[src/rtl/data_path_pipe.sv]
// data_path_pipe
//   Pipelined register-file / ALU datapath. Instructions enter on an
//   in_valid/in_ready handshake, are evaluated combinationally against the
//   register file and captured into a single registered execute (EX) stage.
//   The EX result leaves on an out_valid/out_ready handshake; the register
//   write-back and the architectural flag update happen when it retires.
//
//   Optional feature macro: DATA_PATH_FWD_EN
//     defined   : the EX result is forwarded to dependent operands, so a
//                 dependent instruction can issue on the very next cycle.
//     undefined : no forwarding; a dependent instruction is held off
//                 (in_ready=0) until its producer has retired.
//
//   Flags are {C,L,F,Z,N} on bits 4..0.
module data_path_pipe #(
  parameter int DATA_W   = 16,
  parameter int NUM_REGS = 16,
  parameter int REG_AW   = 4
) (
  input  logic              clk,
  input  logic              reset,
  input  logic              in_valid,
  output logic              in_ready,
  input  logic [7:0]        opcode,
  input  logic [REG_AW-1:0] rdest_select,
  input  logic [REG_AW-1:0] rsrc_select,
  input  logic              imm_select,
  input  logic [DATA_W-1:0] imm_in,
  output logic              out_valid,
  input  logic              out_ready,
  output logic [DATA_W-1:0] result,
  output logic [4:0]        flags_out,
  input  logic [REG_AW-1:0] dbg_select,
  output logic [DATA_W-1:0] dbg_data
);

  localparam int MSB = DATA_W - 1;

  // Instruction encodings; every other opcode value behaves as a NOP.
  typedef enum logic [7:0] {
    OP_AND = 8'h01,
    OP_OR  = 8'h02,
    OP_XOR = 8'h03,
    OP_LSH = 8'h04,
    OP_ADD = 8'h05,
    OP_SUB = 8'h09,
    OP_CMP = 8'h0B,
    OP_MOV = 8'h0D
  } opcode_e;

  // Bit order matches flags_out: C is bit 4, N is bit 0.
  typedef struct packed {
    logic c;  // carry / borrow
    logic l;  // unsigned less-than
    logic f;  // signed overflow
    logic z;  // zero
    logic n;  // negative
  } flags_t;

  // ---------------------------------------------------------------------------
  // Architectural state
  // ---------------------------------------------------------------------------
  logic [DATA_W-1:0] regs [NUM_REGS];
  flags_t            arch_flags;

  // EX stage
  logic              ex_valid;
  logic [DATA_W-1:0] ex_result;
  logic              ex_we;
  logic [REG_AW-1:0] ex_dest;
  flags_t            ex_flags;
  logic              ex_upd;

  // Handshake events
  logic accept;
  logic retire;

  // ---------------------------------------------------------------------------
  // Operand fetch, with optional EX forwarding
  // ---------------------------------------------------------------------------
  logic              fwd_a;
  logic              fwd_b;
  logic              stall_hazard;
  logic [DATA_W-1:0] op_a;
  logic [DATA_W-1:0] op_b;

`ifdef DATA_PATH_FWD_EN
  // The EX result is the newest value of its destination register, whether or
  // not it retires this cycle, so dependent operands take it directly.
  assign fwd_a        = ex_valid && ex_we && (ex_dest == rdest_select);
  assign fwd_b        = ex_valid && ex_we && imm_select && (ex_dest == rsrc_select);
  assign stall_hazard = 1'b0;
`else
  // Without forwarding the register file is stale while a write is pending,
  // so any instruction reading the pending destination must wait.
  assign fwd_a        = 1'b0;
  assign fwd_b        = 1'b0;
  assign stall_hazard = ex_valid && ex_we &&
                        ((ex_dest == rdest_select) ||
                         (imm_select && (ex_dest == rsrc_select)));
`endif

  assign op_a = fwd_a ? ex_result : regs[rdest_select];
  assign op_b = !imm_select ? imm_in :
                fwd_b       ? ex_result : regs[rsrc_select];

  // ---------------------------------------------------------------------------
  // Handshakes
  // ---------------------------------------------------------------------------
  // EX can take a new instruction when empty or when it is draining this cycle.
  assign in_ready = (!ex_valid || out_ready) && !stall_hazard;
  assign accept   = in_valid && in_ready;
  assign retire   = ex_valid && out_ready;

  assign out_valid = ex_valid;
  assign result    = ex_result;
  assign flags_out = arch_flags;
  assign dbg_data  = regs[dbg_select];

  // ---------------------------------------------------------------------------
  // ALU
  // ---------------------------------------------------------------------------
  logic [DATA_W:0]   add_full;
  logic [DATA_W:0]   sub_full;
  logic [DATA_W-1:0] lsh_val;
  logic              add_ovf;
  logic              sub_ovf;
  logic              signed_lt;

  // The extra top bit of the widened add/subtract is the carry/borrow.
  assign add_full  = {1'b0, op_a} + {1'b0, op_b};
  assign sub_full  = {1'b0, op_a} - {1'b0, op_b};
  assign add_ovf   = (op_a[MSB] == op_b[MSB]) && (add_full[MSB] != op_a[MSB]);
  assign sub_ovf   = (op_a[MSB] != op_b[MSB]) && (sub_full[MSB] != op_a[MSB]);
  assign signed_lt = $signed(op_a) < $signed(op_b);
  // B[4] selects direction, B[3:0] is the distance; right shifts are logical.
  assign lsh_val   = op_b[4] ? (op_a >> op_b[3:0]) : (op_a << op_b[3:0]);

  logic [DATA_W-1:0] alu_result;
  flags_t            alu_flags;
  logic              alu_we;
  logic              alu_upd;
  logic              alu_zn;

  // Decode the opcode into result, write-enable and the new flag set.
  always_comb begin
    // NOTE: every output of this block is assigned a default before the case;
    // a path that skipped one would infer a latch.
    alu_result = '0;
    alu_flags  = '0;
    alu_we     = 1'b0;
    alu_upd    = 1'b0;
    alu_zn     = 1'b0;
    case (opcode)
      OP_ADD: begin
        alu_result  = add_full[MSB:0];
        alu_flags.c = add_full[DATA_W];
        alu_flags.f = add_ovf;
        alu_we      = 1'b1;
        alu_upd     = 1'b1;
        alu_zn      = 1'b1;
      end
      OP_SUB: begin
        alu_result  = sub_full[MSB:0];
        alu_flags.c = sub_full[DATA_W];
        alu_flags.l = sub_full[DATA_W];
        alu_flags.f = sub_ovf;
        alu_we      = 1'b1;
        alu_upd     = 1'b1;
        alu_zn      = 1'b1;
      end
      OP_CMP: begin
        // Same subtraction, but flags describe the comparison, not the result.
        alu_result  = sub_full[MSB:0];
        alu_flags.c = sub_full[DATA_W];
        alu_flags.l = sub_full[DATA_W];
        alu_flags.z = (op_a == op_b);
        alu_flags.n = signed_lt;
        alu_upd     = 1'b1;
      end
      OP_AND: begin
        alu_result = op_a & op_b;
        alu_we     = 1'b1;
        alu_upd    = 1'b1;
        alu_zn     = 1'b1;
      end
      OP_OR: begin
        alu_result = op_a | op_b;
        alu_we     = 1'b1;
        alu_upd    = 1'b1;
        alu_zn     = 1'b1;
      end
      OP_XOR: begin
        alu_result = op_a ^ op_b;
        alu_we     = 1'b1;
        alu_upd    = 1'b1;
        alu_zn     = 1'b1;
      end
      OP_MOV: begin
        alu_result = op_b;
        alu_we     = 1'b1;
        alu_upd    = 1'b1;
        alu_zn     = 1'b1;
      end
      OP_LSH: begin
        alu_result = lsh_val;
        alu_we     = 1'b1;
        alu_upd    = 1'b1;
        alu_zn     = 1'b1;
      end
      default: begin
        // NOP: travels through EX with no architectural effect.
      end
    endcase
    if (alu_zn) begin
      alu_flags.z = (alu_result == '0);
      alu_flags.n = alu_result[MSB];
    end
  end

  // ---------------------------------------------------------------------------
  // EX stage register: refill on accept, otherwise empty on retire
  // ---------------------------------------------------------------------------
  always_ff @(posedge clk or negedge reset) begin
    // NOTE: sequential state uses non-blocking assignments so every register
    // samples the pre-edge values regardless of statement order.
    if (!reset) begin
      ex_valid  <= 1'b0;
      ex_result <= '0;
      ex_we     <= 1'b0;
      ex_dest   <= '0;
      ex_flags  <= '0;
      ex_upd    <= 1'b0;
    end else if (accept) begin
      ex_valid  <= 1'b1;
      ex_result <= alu_result;
      ex_we     <= alu_we;
      ex_dest   <= rdest_select;
      ex_flags  <= alu_flags;
      ex_upd    <= alu_upd;
    end else if (retire) begin
      ex_valid  <= 1'b0;
    end
  end

  // ---------------------------------------------------------------------------
  // Register file write-back at retirement
  // ---------------------------------------------------------------------------
  always_ff @(posedge clk or negedge reset) begin
    if (!reset) begin
      // NOTE: the register file is architectural state that must read as zero
      // after reset, so it is built from resettable flops rather than a RAM.
      for (int i = 0; i < NUM_REGS; i++) begin
        regs[i] <= '0;
      end
    end else if (retire && ex_we) begin
      regs[ex_dest] <= ex_result;
    end
  end

  // Architectural flags follow retirement only; they are never forwarded.
  always_ff @(posedge clk or negedge reset) begin
    if (!reset) begin
      arch_flags <= '0;
    end else if (retire && ex_upd) begin
      arch_flags <= ex_flags;
    end
  end

endmodule

[config.mk]
export PLATFORM = sky130hd
export DESIGN_NAME = data_path_pipe
export DESIGN_NICKNAME = d
export VERILOG_FILES = /design/src/rtl/data_path_pipe.sv
export SDC_FILE = /design/constraint.sdc
export NUM_CORES = 1
export LEC_CHECK = 0
export BUFFER_PORTS_ARGS = -buffer_cell sky130_fd_sc_hd__buf_2
export CAP_MARGIN = 25
export CORE_UTILIZATION = 30
export DETAILED_ROUTE_END_ITERATION = 10
export SETUP_SLACK_MARGIN = 0.2
export SLEW_MARGIN = 5
export SYNTH_ARGS = -nofsm -noshare
export SYNTH_HDL_FRONTEND = slang
export SYNTH_SLANG_ARGS = --single-unit
[constraint.sdc]
create_clock -name clk -period 6.3 [get_ports clk]
set_clock_uncertainty 0.1 [all_clocks]
set_input_delay 1.26 -clock clk [delete_from_list [all_inputs] [get_ports clk]]
set_output_delay 1.26 -clock clk [all_outputs]
set_load 0.01 [all_outputs]
Yosys cells after proc, flatten, opt, wreduce, memory -nomap -nowiden
Cells that the tools add are included.
Word-level totals
  register bits after elaboration: 289
  logic and storage cells: 107
  output and inout port bits: 39
Operators by class
  muxes and demuxes: 24
  add/subtract/negate cells: 2
  bitwise operators: 7
  shifts and indexed selects: 2
  reduce and logical (&&, ||, !) cells: 20
  magnitude comparators: 6
  equal/unequal tests: 15
Operators with widths (number)
  256-bit bitwise mux: 1
  16-bit binary-select mux with 4-bit select: 3
  16-bit two-way mux: 9
  16-bit one-hot mux with 7 select lines: 1
  16-bit demux with 4-bit select: 1
  8-bit by 4-bit == test with 1-bit output, second input constant: 3
  5-bit greater-or-equal comparator, second input constant: 4
  4-bit NOT with 5-bit output: 4
  16-bit by 16-bit adder with 17-bit output: 1
  16-bit by 16-bit subtractor with 17-bit output: 1
  16-bit bitwise AND: 1
  16-bit == test: 1
  8-bit by 2-bit == test with 1-bit output, second input constant: 2
  8-bit by 3-bit == test with 1-bit output, second input constant: 2
  16-bit logical NOT: 1
  16-bit less-than comparator: 1
  16-bit OR: 1
  16-bit by 4-bit left shift with 16-bit output: 1
  16-bit by 4-bit >> shifter with 16-bit output: 1
  16-bit bitwise XOR: 1
  1-bit logical AND: 11
  4-bit == test: 2
  8-bit by 1-bit == test with 1-bit output, second input constant: 1
  8-bit OR reduction: 1
  11 further kinds: 21

Logic depth before layout (Yosys ltp)
  depth after elaboration: 10
  mapped depth: 22
  gate-level depth less buffers: 18

Least setup slack after synthesis
No wires, ideal clock.
  path type: input to register
  start: input rsrc_select[1]
  end: register ex_flags[1] (netlist name)
  data arrival time: 6.090 ns
  setup time: 0.092 ns
  data required time: 6.108 ns
  stages on the path: 19
  setup slack: 0.018 ns
  cell sequence: buf_2 buf_2 buf_1 clkbuf_1 mux4_2 mux4_2 mux2i_1 ha_1 clkbuf_1 a21o_1 o21ai_0 a21oi_1 and4_1 a2111oi_0 o22ai_1 o22ai_1 o2111ai_1 or4_1 o31ai_2
On the way
  longest elaborated chain between the ends: 10
  elaborated cells between the ends (all ways): 25
  those cells by class: add/sub: 2; eq/ne: 2; shift: 2; mux: 8; bitwise: 4; reduce/logical: 7
Ends and longest elaborated chain
  from (decl): line 26  | input logic [REG_AW-1:0] rsrc_select,
  parallel branches: the longest is 10 deep, another holds 16-bit by 16-bit subtractor with 17-bit output
  to (signal assigned): line 239  | ex_flags <= alu_flags;
  to (decl): line 71  | flags_t ex_flags;
Several ways; the timed one is not identified. The select of a mux whose other input is x is not followed.
A chain may end at the register's enable or synchronous reset.

Worst setup path after layout
  start: input rdest_select[0]
  end: register ex_flags[1] (netlist name)
On the way
  longest elaborated chain between the ends: 9
  elaborated cells between the ends (all ways): 23
  those cells by class: add/sub: 2; eq/ne: 2; shift: 2; mux: 7; bitwise: 4; reduce/logical: 6
Ends and longest elaborated chain
  from (decl): line 25  | input logic [REG_AW-1:0] rdest_select,
  parallel branches: the longest is 9 deep, another holds 16-bit by 16-bit subtractor with 17-bit output
Several ways; the timed one is not identified. The select of a mux whose other input is x is not followed.

==> results_dict.tcl <==
set metrics [dict create \
    whs_endpoint "ex_upd" \
    maxSlewHeadroom_pct 33.2 \
    max-cap-violations 0 \
    synth-seq-cells 289 \
    dominantRegCellSynth "sky130_fd_sc_hd__dfrtp_1" \
    worst_skew_pair.late_latency_ps 580 \
    synth.area.mux_share_pct 42.8 \
    max_slew.worst_pin.slew_ps 1000 \
    cts_htree_levels 2 \
    sum_of_net_half_perimeters_after_detailed_placement_um 52000 \
    hold_depth 1 \
    floorplan.die_area_um2 71300 \
    postRouteAntennaNets 0 \
    post_cts_resized 0 \
    cts.sinks 289 \
    asyncSetResetFlopFracSynth_pct 100 \
    io_buffers 79 \
    worst-setup-path-type "input pin to flip-flop" \
    pwr_density_cell_nw_per_um2 197 \
    timing.setup.tns_ps 0 \
    hold_path.startpoint "ex_upd" \
    outcome "complete, no violations" \
    sequential_cell_area_um2 7230 \
    use_met1_pct 27.6 \
    r2r-end "ex_flags[1]" \
    synth_compound_gate_area_share_pct 8.87 \
    vdd.ir_drop.worst_v 0.000155 \
    power_total_uw 4790 \
    top_level_ports 80 \
    synthesis.area_um2 21100 \
    cts_hold_repair_buffers 0 \
    global_route_wire_length_before_repair_um 111000 \
    die_width_um 267 \
    clk_root_buffer_cell "sky130_fd_sc_hd__clkbuf_16" \
    layout-area-overhead-vs-synth_pct 15.2 \
    synth_cells 1688 \
    grt.met3_usage_pct 4.21 \
    dominant_combinational_cell_family_by_area_after_synthesis "multiplexers" \
    globalRouteTotalUtil_pct 21.0 \
    post_synth_and_or_nand_nor_area_fraction_pct 6.28 \
    power.static_leakage_uw 0.0108 \
    worst_setup_path_start_kind "input pin" \
    netlist-cell-type-count 78 \
    critical_path.max_fanout 12 \
    place.gp.congestion 1.02 \
    grt.overflow.total 0 \
    clock_tree_from_tritoncts "yes" \
    antenna_found_initial 5 \
    post_cts_buffers 0 \
    grt_pass1_vias 16500 \
    grt_setup_unrepaired "no" \
    synth-adder-area-share_pct 3.16 \
    initial_core_util_pct 30.5 \
    number_of_nets_at_the_end_of_the_flow 1867 \
    detailroute.via_count 16200 \
    finalSetupViolCount 0 \
    route.detailed.wl_per_inst_um 27.3 \
    xor_and_xnor_fraction_of_the_mapped_netlist_area_pct 0.499 \
    synth_sequential_area_ratio_pct 34.3 \
    synth.net_count 1781 \
    min_path_type "flip-flop to flip-flop" \
    cp-end-kind "flip-flop" \
    drv_slew 0 \
    std_cell_rows 96 \
    yosys_warnings 0 \
    route.detailed.vias_per_inst 5.92 \
    ctsLongestPathBuffers 3 \
    final_hold_viol_count 0 \
    cp_data_required_time_ps 6670 \
    use_met2_pct 34.1 \
    drive_gt1_share_pct 44.6 \
    r2r_cells 17 \
    worstPathArrival_ps 6130 \
    achievable-frequency_ghz 0.174 \
    final_period_minus_worst_setup_slack_ps 5760 \
    cts_buffers 36 \
    drt_drc_violations_left 0 \
    fillerInstances 6701 \
    grt.busiest_layer "met2" \
    core_area_um2 69100 \
    post_route_fraction_of_the_period_consumed_by_the_critical_path_pct 91.4 \
    area_taken_by_multi_input_logic_gates_um2 13000 \
    detailedRoute.firstPassIterationCount 6 \
    clkSlewWorstSetupHoldPaths_ps 60 \
    die_height_um 267 \
    post_synth_edffs 0 \
    detailedRoute.firstIterationViolations 1722 \
    register_to_register_setup_slack_ps 1120 \
    wl_um 74600 \
    grt_start_max_net_pins 118 \
    crit-reg2reg-launch "regs[20]" \
    syn_area_per_cell_um2 12.5 \
]
==> report_power, final <==
part | leakage [µW] | switching [µW] | internal, µW
clock network | 0.000613 | 890 | 1300
registers | 0.00401 | 83.1 | 1890
logic | 0.00622 | 383 | 245
==> worst max path at each step <==
stage	start	to	slack, ps	depth (start not counted)
global route	rdest_select[0]	ex_flags[1]	340	19
global placement	rsrc_select[1]	ex_flags[1]	8	18
detailed placement	rsrc_select[0]	ex_flags[1]	50	17
CTS	rsrc_select[0]	ex_flags[1]	630	17
floorplan	rsrc_select[0]	ex_flags[1]	210	20
finish	rdest_select[0]	ex_flags[1]	540	19
==> cell type report <==
class                      count  area share, %
clock buffer                  45           4.10
inverter                      47          0.727
clock inverter                20           1.13
sequential                   289           29.8
multi-input combinational   1204           53.8
antenna                        3         0.0309
timing repair buffer         196           5.64
tap                          931           4.80
==> worst max-delay path, stage by stage <==
cell and delay (ps):
sky130_fd_sc_hd__buf_4 240, sky130_fd_sc_hd__mux4_2 540, sky130_fd_sc_hd__mux4_2 540, sky130_fd_sc_hd__inv_1 100, sky130_fd_sc_hd__ha_1 230, sky130_fd_sc_hd__fa_1 240
sky130_fd_sc_hd__nor2b_1 50, sky130_fd_sc_hd__o21ai_0 500, sky130_fd_sc_hd__a21oi_1 190, sky130_fd_sc_hd__o21a_1 250, sky130_fd_sc_hd__buf_4 150, sky130_fd_sc_hd__a221o_1 310
sky130_fd_sc_hd__nand2_1 80, sky130_fd_sc_hd__o2111ai_1 110, sky130_fd_sc_hd__a211o_1 280, sky130_fd_sc_hd__a211oi_2 210, sky130_fd_sc_hd__nand4_1 120, sky130_fd_sc_hd__or4_1 540
sky130_fd_sc_hd__o31ai_2 180
==> cell families (layout without fill, tap and decap cells) <==
group,count (synthesis),after routing
DFF,289,289
and+or+nand+nor,275,275
muxes,586,586
AOI/OAI and AO/OA,279,279
other,0,3
buffers and inverters,195,308
xor gates and xnor gates,12,12
adders and majority gates,52,52
==> per-stage QoR <==
stage / cells / hold slack (ps) / utilization, % / setup slack, ps / instance area (µm²)
CTS: 2732 / 380 / 35.1 / 635 / 24300
floorplan: 1688 / 346 / - / 208 / 21100
detailed placement: 2667 / 368 / 33.3 / 48.7 / 23000
finish: 2735 / 373 / 35.1 / 542 / 24300
global placement: 2667 / 357 / 33.3 / 8.33 / 23000
global route: 2732 / 396 / 35.1 / 336 / 24300
==> registers in the layout, indices dropped and copies added, names as in the netlist <==
register   cells
regs         256
result        16
ex_flags       5
flags_out      5
ex_dest        4
ex_upd         1
ex_we          1
out_valid      1
==> placed cells by master, fill, tap and decap left out, types with 6 or more instances in the layout <==
cell type / Yosys / routed
sky130_fd_sc_hd__buf_4: 4 / 115
sky130_fd_sc_hd__a221o_1: 6 / 6
sky130_fd_sc_hd__o22ai_1: 17 / 17
sky130_fd_sc_hd__dfrtp_1: 289 / 289
sky130_fd_sc_hd__buf_12: 1 / 6
sky130_fd_sc_hd__a211oi_1: 7 / 7
sky130_fd_sc_hd__mux4_2: 222 / 222
sky130_fd_sc_hd__nand3_1: 23 / 21
sky130_fd_sc_hd__nand2b_1: 10 / 10
sky130_fd_sc_hd__clkbuf_8: 0 / 6
sky130_fd_sc_hd__nand2_1: 71 / 70
sky130_fd_sc_hd__or3_1: 7 / 7
sky130_fd_sc_hd__o21ai_0: 60 / 60
sky130_fd_sc_hd__nor4_1: 8 / 7
sky130_fd_sc_hd__o21bai_1: 8 / 8
sky130_fd_sc_hd__mux2i_1: 74 / 74
sky130_fd_sc_hd__xor2_1: 9 / 9
sky130_fd_sc_hd__nor2_1: 73 / 67
sky130_fd_sc_hd__clkbuf_16: 0 / 36
sky130_fd_sc_hd__o211ai_1: 15 / 15
sky130_fd_sc_hd__a21oi_1: 68 / 68
sky130_fd_sc_hd__nand4_1: 6 / 6
sky130_fd_sc_hd__buf_2: 28 / 74
sky130_fd_sc_hd__nor3_1: 30 / 28
sky130_fd_sc_hd__or2_2: 6 / 6
sky130_fd_sc_hd__and3_1: 8 / 8
sky130_fd_sc_hd__clkinv_2: 0 / 8
sky130_fd_sc_hd__a31oi_1: 7 / 7
sky130_fd_sc_hd__mux2_2: 289 / 289
sky130_fd_sc_hd__ha_1: 50 / 50
sky130_fd_sc_hd__inv_1: 42 / 42
sky130_fd_sc_hd__nor2b_1: 14 / 14
sky130_fd_sc_hd__a221oi_1: 6 / 6
sky130_fd_sc_hd__o221ai_1: 9 / 9
sky130_fd_sc_hd__a21o_1: 15 / 15
==> synth_stat cells, types with 30 or more instances <==
cell / instances / area, µm²
sky130_fd_sc_hd__a21oi_1: 68 / 340
sky130_fd_sc_hd__clkbuf_1: 91 / 342
sky130_fd_sc_hd__dfrtp_1: 289 / 7230
sky130_fd_sc_hd__ha_1: 50 / 626
sky130_fd_sc_hd__inv_1: 42 / 158
sky130_fd_sc_hd__mux2_2: 289 / 3250
sky130_fd_sc_hd__mux2i_1: 74 / 741
sky130_fd_sc_hd__mux4_2: 222 / 5000
sky130_fd_sc_hd__nand2_1: 71 / 267
sky130_fd_sc_hd__nor2_1: 73 / 274
sky130_fd_sc_hd__nor3_1: 30 / 150
sky130_fd_sc_hd__o21ai_0: 60 / 300
==> routing by layer <==
metal	share of wire, %	vias to the layer above
met5	0.017	-
met4	3.9	2
met3	7.9	158
met2	48	815
met1	41	8457
li1	-	6762
(Power assumes the default switching activity.)
